==> config.mk <==
export PLATFORM = sky130hd
export DESIGN_NAME = bit_serializer
export DESIGN_NICKNAME = d
export VERILOG_FILES = /design/src/rtl/bit_serializer.sv
export SDC_FILE = /design/constraint.sdc
export NUM_CORES = 1
export LEC_CHECK = 0
export CAP_MARGIN = 20
export CORE_MARGIN = 3
export CORE_UTILIZATION = 40
export CTS_CLUSTER_DIAMETER = 30
export DETAILED_ROUTE_END_ITERATION = 16
export DONT_BUFFER_PORTS = 1
export PLACE_DENSITY = 0.57
export SYNTH_ARGS = -nofsm -noshare
export SYNTH_HDL_FRONTEND = slang
export SYNTH_SLANG_ARGS = --single-unit
==> constraint.sdc <==
create_clock -name clk -period 1.9 [get_ports clk]
set_input_delay 0.19 -clock clk [delete_from_list [all_inputs] [get_ports clk]]
set_output_delay 0.19 -clock clk [all_outputs]
set_load 0.01 [all_outputs]
==> src/rtl/bit_serializer.sv <==
// bit_serializer: takes WIDTH-bit words over a valid/ready handshake and
// emits them one bit per clock on out_bit. A one-word pending buffer lets
// consecutive words stream with no gap, and hold freezes the bit stream
// without losing any data.
module bit_serializer #(
  parameter int WIDTH     = 8,
  parameter bit MSB_FIRST = 1'b1
) (
  input  logic             clk,
  input  logic             reset,
  input  logic [WIDTH-1:0] in_data,
  input  logic             in_valid,
  output logic             in_ready,
  input  logic             hold,
  output logic             out_bit,
  output logic             out_valid,
  output logic             busy
);

  localparam int CW = (WIDTH > 1) ? $clog2(WIDTH) : 1;
  localparam logic [CW-1:0] LAST = CW'(WIDTH - 1);

  typedef enum logic {
    IDLE  = 1'b0,
    SHIFT = 1'b1
  } state_t;

  state_t           state, state_n;
  logic [WIDTH-1:0] sh, sh_n;
  logic [WIDTH-1:0] sh_shifted;
  logic [CW-1:0]    cnt, cnt_n;
  logic [WIDTH-1:0] pend, pend_n;
  logic             pend_full, pend_full_n;
  logic             out_bit_q, out_bit_n;
  logic             accept;

  // The shifter always moves toward the end that feeds out_bit.
  assign sh_shifted = MSB_FIRST ? {sh[WIDTH-2:0], 1'b0} : {1'b0, sh[WIDTH-1:1]};

  assign in_ready  = !pend_full;
  assign accept    = in_valid && !pend_full;
  assign out_valid = (state == SHIFT);
  assign out_bit   = out_bit_q;
  assign busy      = out_valid | pend_full;

  // Next-state logic: hold only freezes the shifter side; the pending
  // buffer keeps accepting so upstream never loses a word.
  always_comb begin
    state_n     = state;
    sh_n        = sh;
    cnt_n       = cnt;
    pend_n      = pend;
    pend_full_n = pend_full;
    out_bit_n   = 1'b0;

    case (state)
      IDLE: begin
        if (accept) begin
          sh_n    = in_data;
          cnt_n   = '0;
          state_n = SHIFT;
        end
      end

      SHIFT: begin
        if (hold) begin
          if (accept) begin
            pend_n      = in_data;
            pend_full_n = 1'b1;
          end
        end else if (cnt != LAST) begin
          sh_n  = sh_shifted;
          cnt_n = cnt + 1'b1;
          if (accept) begin
            pend_n      = in_data;
            pend_full_n = 1'b1;
          end
        end else if (pend_full) begin
          sh_n        = pend;
          cnt_n       = '0;
          pend_full_n = 1'b0;
        end else if (accept) begin
          sh_n  = in_data;
          cnt_n = '0;
        end else begin
          sh_n    = '0;
          cnt_n   = '0;
          state_n = IDLE;
        end
      end

      default: begin
        state_n = IDLE;
      end
    endcase

    if (state_n == SHIFT) begin
      out_bit_n = MSB_FIRST ? sh_n[WIDTH-1] : sh_n[0];
    end
  end

  // State register; reset discards both the word in flight and the pending word.
  always_ff @(posedge clk or posedge reset) begin
    if (reset) begin
      state     <= IDLE;
      sh        <= '0;
      cnt       <= '0;
      pend      <= '0;
      pend_full <= 1'b0;
      out_bit_q <= 1'b0;
    end else begin
      state     <= state_n;
      sh        <= sh_n;
      cnt       <= cnt_n;
      pend      <= pend_n;
      pend_full <= pend_full_n;
      out_bit_q <= out_bit_n;
    end
  end

endmodule

==> results of run 1 <==
==> power by group <==
| group | internal [mW] | total (mW) | switching [mW] |
|---|---|---|---|
| clock network | 0.117 | 0.265 | 0.148 |
| logic | 0.309 | 0.611 | 0.303 |
| registers | 0.664 | 0.825 | 0.161 |
| total | 1.09 | 1.70 | 0.611 |
==> worst max-delay path, stage by stage (launching register included) <==
cell and delay, ns:
dfrtp_1 0.43, ha_1 0.21, ha_1 0.19, and2b_4 0.19, nor3_4 0.16, buf_4 0.17
mux2_2 0.33
==> routing by layer <==
layer | track usage (%) | up-vias | part of all wire [%]
li1 | - | 454 | -
met1 | 21.1 | 462 | 45
met2 | 24.1 | 35 | 48
met3 | 5.40 | 2 | 6.8
met4 | 2.22 | 0 | 0.55
met5 | 0 | - | 0
==> repair_timing <==
item	CTS	global route
hold buffers	1	3
hold endpoints to repair	22	3
setup buffers	0	0
endpoints found under the setup margin	0	0
==> registers in the layout, summed over array words and instances, names as in the netlist <==
signal,cells
cnt,3
out_bit,1
out_valid,1
pend,8
pend_full,1
sh,8
==> metrics by stage <==
step | cells | setup slack (ns) | hold WS [ns]
floorplan | 121 | 0.102 | 0.179
CTS | 157 | 0.105 | 0.000763
detailed placement | 152 | 0.134 | -0.0343
global placement | 152 | 0.174 | -0.0367
finish | 160 | 0.127 | 0.0139
global route | 160 | 0.0379 | 0.000162
==> placed cells by master (no fill, tap or decap) <==
master / Yosys / layout
a211oi_1: 4 / 4
a21bo_2: 1 / 1
a21oi_1: 3 / 3
a221o_1: 3 / 3
a221oi_1: 1 / 1
a22oi_1: 2 / 2
a31oi_1: 6 / 6
a32o_1: 1 / 1
and2_1: 5 / 5
and2b_4: 1 / 1
and3_1: 1 / 1
buf_4: 0 / 7
clkbuf_4: 0 / 3
clkbuf_8: 0 / 1
dfrtp_1: 22 / 22
dlygate4sd3_1: 0 / 4
ha_1: 2 / 2
inv_1: 2 / 2
mux2_2: 10 / 10
mux2i_1: 1 / 1
nand2_1: 21 / 21
nand2b_1: 1 / 1
nand3_1: 3 / 3
nor2_1: 8 / 8
nor2b_1: 3 / 3
nor3_1: 2 / 2
nor3_4: 1 / 1
o21ai_0: 10 / 10
or2_2: 1 / 1
==> logic make-up (layout without fill, tap and decap cells) <==
family | Yosys count | after routing | share of synthesized area [%]
buffers and inverters | 8 | 17 | 2.79
AO/OA/AOI/OAI | 31 | 31 | 17.7
AND/OR/NAND/NOR | 47 | 47 | 19.6
adder cells (fa/ha/maj) | 2 | 2 | 2.15
flip-flops | 22 | 22 | 47.2
multiplexers | 11 | 11 | 10.5
==> final cells by class <==
type | instances | area (µm²)
clock buffer | 4 | 36.3
multi-input combinational | 91 | 583
timing repair buffer | 11 | 92.6
sequential | 22 | 551
tap | 30 | 37.5
fill | 254 | 1310
inverter | 2 | 7.51
==> worst max path at each step <==
stage | end | slack [ns] | cells after the start | startpoint
5_1_grt | pend[5] | 0.04 | 6 | cnt[0]
4_1_cts | pend[5] | 0.10 | 6 | cnt[0]
3_3_place_gp | pend[3] | 0.17 | 6 | cnt[0]
6_report | pend[5] | 0.13 | 6 | cnt[0]
3_5_place_dp | pend[5] | 0.13 | 6 | cnt[0]
2_1_floorplan | pend[0] | 0.10 | 5 | cnt[0]
==> flow_summary.toml, run 1 <==
[drt]
postRouteAntennaNets = 0
drc = 0
drt_wl_total_mm = 2.54
drt_iter0_markers = 39
dr.pass1.iters = 4
drt-vias-per-instance = 5.96
wl_per_cell_um = 15.9
vias = 953

[hold_path]
min_from = "in_data[5]"
hp-class = "input pin to register"
min_to = "sh[5]"
min_path_cells = 1

[grt]
grt_pass1_vias = 906
grt_overflow = 0
grt_first_pass_wirelength_mm = 4.22
grtUsageTotal_pct = 15.4
antenna_found_initial = 0
grt_max_degree = 20

[yosys]
avgSynthCellArea_um2 = 9.64
synthDistinctLibCells = 27
synth_cells = 121
netlist_top_cells_count = "22 x dfrtp_1, 21 x nand2_1, 10 x mux2_2, 10 x o21ai_0, 8 x nor2_1"
netlist.area_leader.share_pct = 47.2
ys_warn_count = 0
yosysMostFrequentCell = "dfrtp_1"
ys_seq_elements = 22
synth_nets = 135
async_flop_share_pct = 100
syn_area_um2 = 1170
yosysTopAreaCell = "dfrtp_1"
yosysSeqAreaShare_pct = 47.2
yosys-top-cells-area = "dfrtp_1 47%, mux2_2 9.7%, nand2_1 6.8%, o21ai_0 4.3%, a31oi_1 3.2%"
synthFlopType = "dfrtp_1"
synth_edf_count = 0

[clocking]
cts_made_buffers = 3
cts_max_level = 1
root_buffer = "clkbuf_4"
cts_tree = "yes"
clock_path_buffers = 2
path_clk_slew_ns = 0.13
cts.sinks = 22
cts.repair.resized = 0
insertion_delay_ns = 0.31

[timing]
tns_ns = 0
max_slew.worst_pin.slew_ns = 0.436
min_period_over_period_pct = 93.3
rsz0062_at_grt = "no"
slew-limit-headroom_pct = 70.9
period_minus_slack_ns = 1.77
finalHoldViolations = 0
setup_violations = 0
report.final.slew_viol_count = 0
max_freq_mhz = 564
fin_worst_skew_ns = 0.00250

[placed_design]
dp_hpwl_mm = 1.83
dpl_cell_area_um2 = 1230
gp_congestion = 0.776
port_buffers = 0

[critical_path]
ff2ff_path_depth = 6
worstReg2RegEnd = "pend[5]"
startpoint_type = "register"
cp-end-kind = "register"
worstPathArrival_ns = 1.99
rrSetupSlack_ns = 0.13
crit_type = "register to register"
r2r_start = "cnt[0]"
path_max_fanout = 5
required_ns = 2.11

[floorplanning]
die_h_um = 60.0
dieArea_um2 = 3600
pin_count = 16
rows = 18
initial_core_util_pct = 44.6
core-area_um2 = 2610
die_w_um = 60.0

[flow_run]
drv_cap = 0

[power_and_ir_drop]
total_power_mw = 1.70
vdd_drop_max_mv = 0.683
powerDensity_nw_per_um2 = 1300
power_leakage_nw = 0.568

[layout]
nNetsFinal = 145
area_growth_pct = 12.1
fin_area_um2 = 1310
final_layout_size_suffix_gt1_share_pct = 19.2
utilization_pct = 50.0
num_antenna_cells = 0

[status]
outcome = "completed"
No activity file was read; power rests on OpenSTA's default activity.
==> inputs of run 2 (changes only) <==
--- a/config.mk
+++ b/config.mk
@@ -13,3 +13,3 @@
 export DONT_BUFFER_PORTS = 1
-export PLACE_DENSITY = 0.57
+export PLACE_DENSITY = 0.55
 export SYNTH_ARGS = -nofsm -noshare
==> constraint.sdc (replaced) <==
create_clock -name clk -period 1.94 [get_ports clk]
set_input_delay 0.291 -clock clk [delete_from_list [all_inputs] [get_ports clk]]
set_output_delay 0.291 -clock clk [all_outputs]
set_load 0.01 [all_outputs]
==> run 2 against run 1 <==
Combinational power decreased by 3.8%; non-clock buffer count is 3 lower; sequential share of layout area up 1.5 points; worst setup slack better by 0.031 ns; via count down 2.6%; power fell by 6.0%; final area fell by 3.3%; flip-flop and latch count unchanged; routed wire length grew 0.75%; critical endpoint is now pend[2]; highest routed layer unchanged.
==> flow_summary.toml, run 2 (same netlist as run 1, synthesis figures left out) <==
[status]
outcome = "completed"

[grt]
grt_pass1_vias = 934
grtUsageTotal_pct = 16.8
antenna_found_initial = 0
grt_max_degree = 17
grt_overflow = 0
grt_first_pass_wirelength_mm = 4.52

[drt]
drt_iter0_markers = 41
vias = 928
drt-vias-per-instance = 5.95
wl_per_cell_um = 16.4
drc = 0
postRouteAntennaNets = 0
dr.pass1.iters = 4
drt_wl_total_mm = 2.56

[layout]
final_common_cell = "dfrtp_1"
num_antenna_cells = 0
fill_cells = 257
nNetsFinal = 142
layout_common_cells = "22 x dfrtp_1, 21 x nand2_1, 10 x o21ai_0, 10 x mux2_2, 8 x nor2_1"
area_growth_pct = 8.37
final_layout_size_suffix_gt1_share_pct = 19.0
seq_area_um2 = 551
multi_input_area_um2 = 583
instances_no_fill = 156
reg.largest.list = "pend (8), sh (8), cnt (3)"

[floorplanning]
die_h_um = 60.0
dieArea_um2 = 3600
die_w_um = 60.0
pin_count = 16
rows = 18
core-area_um2 = 2610
initial_core_util_pct = 44.6

[clocking]
cts_max_level = 1
root_buffer = "clkbuf_4"
cts.repair.resized = 0
cts_tree = "yes"
cts.sinks = 22
insertion_delay_ns = 0.30
clock_path_buffers = 2
path_clk_slew_ns = 0.12
cts_made_buffers = 3

[power_and_ir_drop]
total_power_mw = 1.60
powerDensity_nw_per_um2 = 1270
power_leakage_nw = 0.548
vdd_drop_max_mv = 0.737

[timing]
slew-limit-headroom_pct = 69.0
fin_worst_skew_ns = 0.00833
min_period_over_period_pct = 91.9
finalHoldViolations = 0
rsz0062_at_grt = "no"
holdWs_ns = 0.125
tns_ns = 0
period_minus_slack_ns = 1.78
max_slew.worst_pin.slew_ns = 0.465
setup_violations = 0
max_freq_mhz = 561
report.final.slew_viol_count = 0

[critical_path]
worstPathArrival_ns = 1.97
cp_num_buf_inv = 1
path_delay_family = "flip-flops"
crit_slowest_cell = "dfrtp_1"
cp-end-kind = "register"
startpoint_type = "register"
required_ns = 2.13
worst_path_most_repeated_cell = "ha_1"
max_stage_delay_ns = 0.42
path_depth = 6
path_max_fanout = 5
ff2ff_path_depth = 6
path_cells = "ha_1 > ha_1 > and2b_4 > nor3_4 > buf_4 > mux2_2"
crit_type = "register to register"

[hold_path]
min_path_cells = 1
hp-class = "input pin to register"

[placed_design]
placed_cells = 152
port_buffers = 0
gp_congestion = 0.754
dp_hpwl_mm = 1.83

[flow_run]
drv_cap = 0
==> run 2: through the flow <==
step                      cell area, µm²  setup slack, ns  utilization, %
after floorplan                     1170            0.142               -
after detailed placement            1230            0.164            47.1
after global routing                1260           0.0681            48.4
final                               1260            0.158            48.4
after CTS                           1260            0.143            48.4
after global placement              1230            0.209            47.1
==> run 2: area by class of cell <==
cell class | count | area share [%]
flip-flops and latches | 22 | 43.6
clock buffers | 3 | 1.78
inverters | 2 | 0.594
repair buffers | 8 | 4.95
multi-input cells | 91 | 46.1
well taps | 30 | 2.97
==> run 2: path summary, 6_finish.rpt <==
kind	from	endpoint	slack (ns)
min in group asynchronous	reset	out_bit	0.34
worst max register to register	cnt[0]	pend[2]	0.16
max in group asynchronous	reset	pend[1]	1.07
worst max-delay path	cnt[0]	pend[2]	0.16
worst min register to register	pend[0]	pend[0]	0.52
worst min-delay path	in_data[4]	sh[4]	0.13
==> run 2: power by group <==
group	internal [mW]	switching, mW
registers	0.651	0.162
logic	0.305	0.283
clock network	0.0723	0.126
==> run 2: timing repair <==
item,in CTS,in global routing
buffers inserted,0,0
hold buffers,1,0
hold endpoints to repair,6,0
==> run 2: routing by layer <==
layer  wire [µm]  up-vias  track usage (%)
li1            -      448                -
met1        1210      456             22.8
met2        1200       22             26.4
met3         135        2             4.32
met4          15        0             4.75
met5           0        -                0
==> inputs of run 3 (changes only) <==
- CORE_MARGIN: 3 -> 2
- GPL_TIMING_DRIVEN: unset -> 0
- PLACE_DENSITY: 0.55 -> 0.57
- clock period: 1.94 -> 1.6 ns (I/O delays scaled with it)
==> run 3 against run 2 <==
The flow now finishes with violations (setup timing); critical path type unchanged; maximum frequency up 5.1%; worst setup slack worse by 0.25 ns; flip-flop and latch count unchanged; count of clock-buffer cells in the layout unchanged; hold slack worse by 0.081 ns; largest cell class unchanged.
==> flow_summary.toml, run 3 (same netlist as run 1, synthesis figures left out) <==
[critical_path]
path_depth = 6
startpoint = "cnt[1]"
ff2ff_path_depth = 6
cp-end-kind = "register"
path_max_fanout = 7
crit_slowest_cell = "dfrtp_1"
required_ns = 1.81
worstPathArrival_ns = 1.91
path_delay_family = "flip-flops"
startpoint_type = "register"
worstReg2RegEnd = "pend[4]"
path_cells = "ha_2 > ha_4 > and2b_4 > nor3_4 > buf_12 > mux2_4"
r2r_start = "cnt[1]"
cp_num_buf_inv = 1
crit_type = "register to register"
max_stage_delay_ns = 0.41
rrSetupSlack_ns = -0.1
endpoint = "pend[4]"

[timing]
period_minus_slack_ns = 1.70
fin_worst_skew_ns = 0.0143
setup_ws_ns = -0.0952
slew-limit-headroom_pct = 42.8
max_freq_mhz = 590
holdWs_ns = 0.0447
finalHoldViolations = 0
max_slew.worst_pin.slew_ns = 0.857
report.final.slew_viol_count = 0
rsz0062_at_grt = "yes"
min_period_over_period_pct = 106
setup_violations = 8
tns_ns = -0.679

[layout]
area_growth_pct = 26.5
reg.largest.list = "pend (8), sh (8), cnt (3)"
num_antenna_cells = 0
fin_area_um2 = 1480
final_layout_size_suffix_gt1_share_pct = 32.4
nNetsFinal = 154
layout_common_cells = "21 x nand2_1, 21 x dfrtp_1, 11 x buf_4, 8 x mux2_4, 6 x a31oi_1"
fill_cells = 233

[power_and_ir_drop]
vdd_drop_max_mv = 1.09
total_power_mw = 2.44
p_clk_share_pct = 18.1
powerDensity_nw_per_um2 = 1660
power_frac_seq_pct = 40.7
p_sw_share_pct = 34.2
p_comb_share_pct = 41.2
switchingPower_mw = 0.835
power_leakage_nw = 0.635
p_int_mw = 1.61

[grt]
grtUsageTotal_pct = 17.6
antenna_found_initial = 0
grt_pass1_vias = 959
grt_first_pass_wirelength_mm = 4.50
grt_overflow = 0
grt_max_degree = 23

[clocking]
clock_path_buffers = 2
root_buffer = "clkbuf_4"
path_clk_slew_ns = 0.14
cts_max_level = 1
insertion_delay_ns = 0.32
cts_tree = "yes"
cts.sinks = 22
cts_made_buffers = 3

[floorplanning]
dieArea_um2 = 3360
die_w_um = 58.0
die_h_um = 58.0
initial_core_util_pct = 42.3
pin_count = 16
core-area_um2 = 2760
rows = 19

[placed_design]
dp_hpwl_mm = 1.80
gp_congestion = 0.749
port_buffers = 0
dpl_cell_area_um2 = 1220

[status]
outcome = "finished with violations"
violations = "setup timing"

[drt]
postRouteAntennaNets = 0
drt_wl_total_mm = 2.78
vias = 972
dr.pass1.iters = 4
drt_iter0_markers = 31
wl_per_cell_um = 16.4
drc = 0
drt-vias-per-instance = 5.72

[hold_path]
min_path_cells = 1
hp-class = "input pin to register"

[flow_run]
drv_cap = 0
-- run 3: changes by cell type in the layout (fill, tap and decap cells not counted), moves of 2 or more --
cell	change
o21ai_1	+4
ha_1	-2
nor2_2	+2
o21ai_2	+3
clkbuf_1	+2
nor2_1	-3
mux2_4	+8
buf_6	+2
buf_2	+2
mux2_2	-8
o21ai_0	-7
buf_4	+4
-- run 3: stage by stage --
| stage | instances | setup WS (ns) | utilization (%) |
|---|---|---|---|
| global route | 170 | -0.166 | 53.5 |
| detailed placement | 152 | -0.294 | 44.4 |
| CTS | 164 | -0.132 | 50.4 |
| floorplan | 121 | -0.0879 | - |
| finish | 170 | -0.0952 | 53.5 |
| global placement | 152 | -0.287 | 44.4 |
-- run 3: how the worst min path moves through the flow --
stage	start	endpoint	slack, ns
global placement	reset	sh[7]	0.35
finish	in_data[4]	sh[4]	0.04
floorplan	reset	cnt[0]	0.23
CTS	in_data[4]	sh[4]	0.04
detailed placement	reset	sh[7]	0.35
global route	in_data[7]	pend[7]	0.03
-- run 3: what timing repair did --
action / in CTS / in global routing
gates resized for setup: 11 / 23
endpoints found under the setup margin: 20 / 17
pin swaps: 2 / 4
setup buffers: 7 / 6
endpoints found under the hold margin: 13 / 0
hold buffers: 1 / 0
-- run 3: cell type report --
type / count / area, µm² / area share (%)
multi-input combinational: 91 / 657 / 44.5
sequential: 22 / 552 / 37.4
timing repair buffer: 14 / 124 / 8.40
buffer: 6 / 43.8 / 2.97
tap: 31 / 38.8 / 2.63
clock inverter: 1 / 30.0 / 2.04
clock buffer: 3 / 22.5 / 1.53
inverter: 2 / 7.51 / 0.509
-- run 3: power groups by stage --
stage               logic [mW]  clock network (mW)  registers (mW)
CTS                      0.874               0.446           0.971
finish                    1.01               0.441           0.995
floorplan                0.614                   0           0.936
detailed placement       0.751                   0           0.981
global route              1.13               0.462            1.03
global placement         0.718                   0           0.975
-- run 3: routing by layer --
| metal | vias up | track usage, % | wire, µm |
|---|---|---|---|
| met1 | 475 | 23.7 | 1280 |
| li1 | 470 | - | - |
| met4 | 0 | 4.98 | 25 |
| met3 | 4 | 4.46 | 119 |
| met2 | 23 | 28.2 | 1360 |
| met5 | - | 0 | 0 |
-- run 3: worst register-to-register path, delay by kind of cell, from the launching register on --
family                   cells  cell delay [ns]
buffers and inverters        1             0.17
adder cells (fa/ha/maj)      2             0.36
multiplexers                 1             0.30
flip-flops                   1             0.41
AND/OR/NAND/NOR              2             0.35
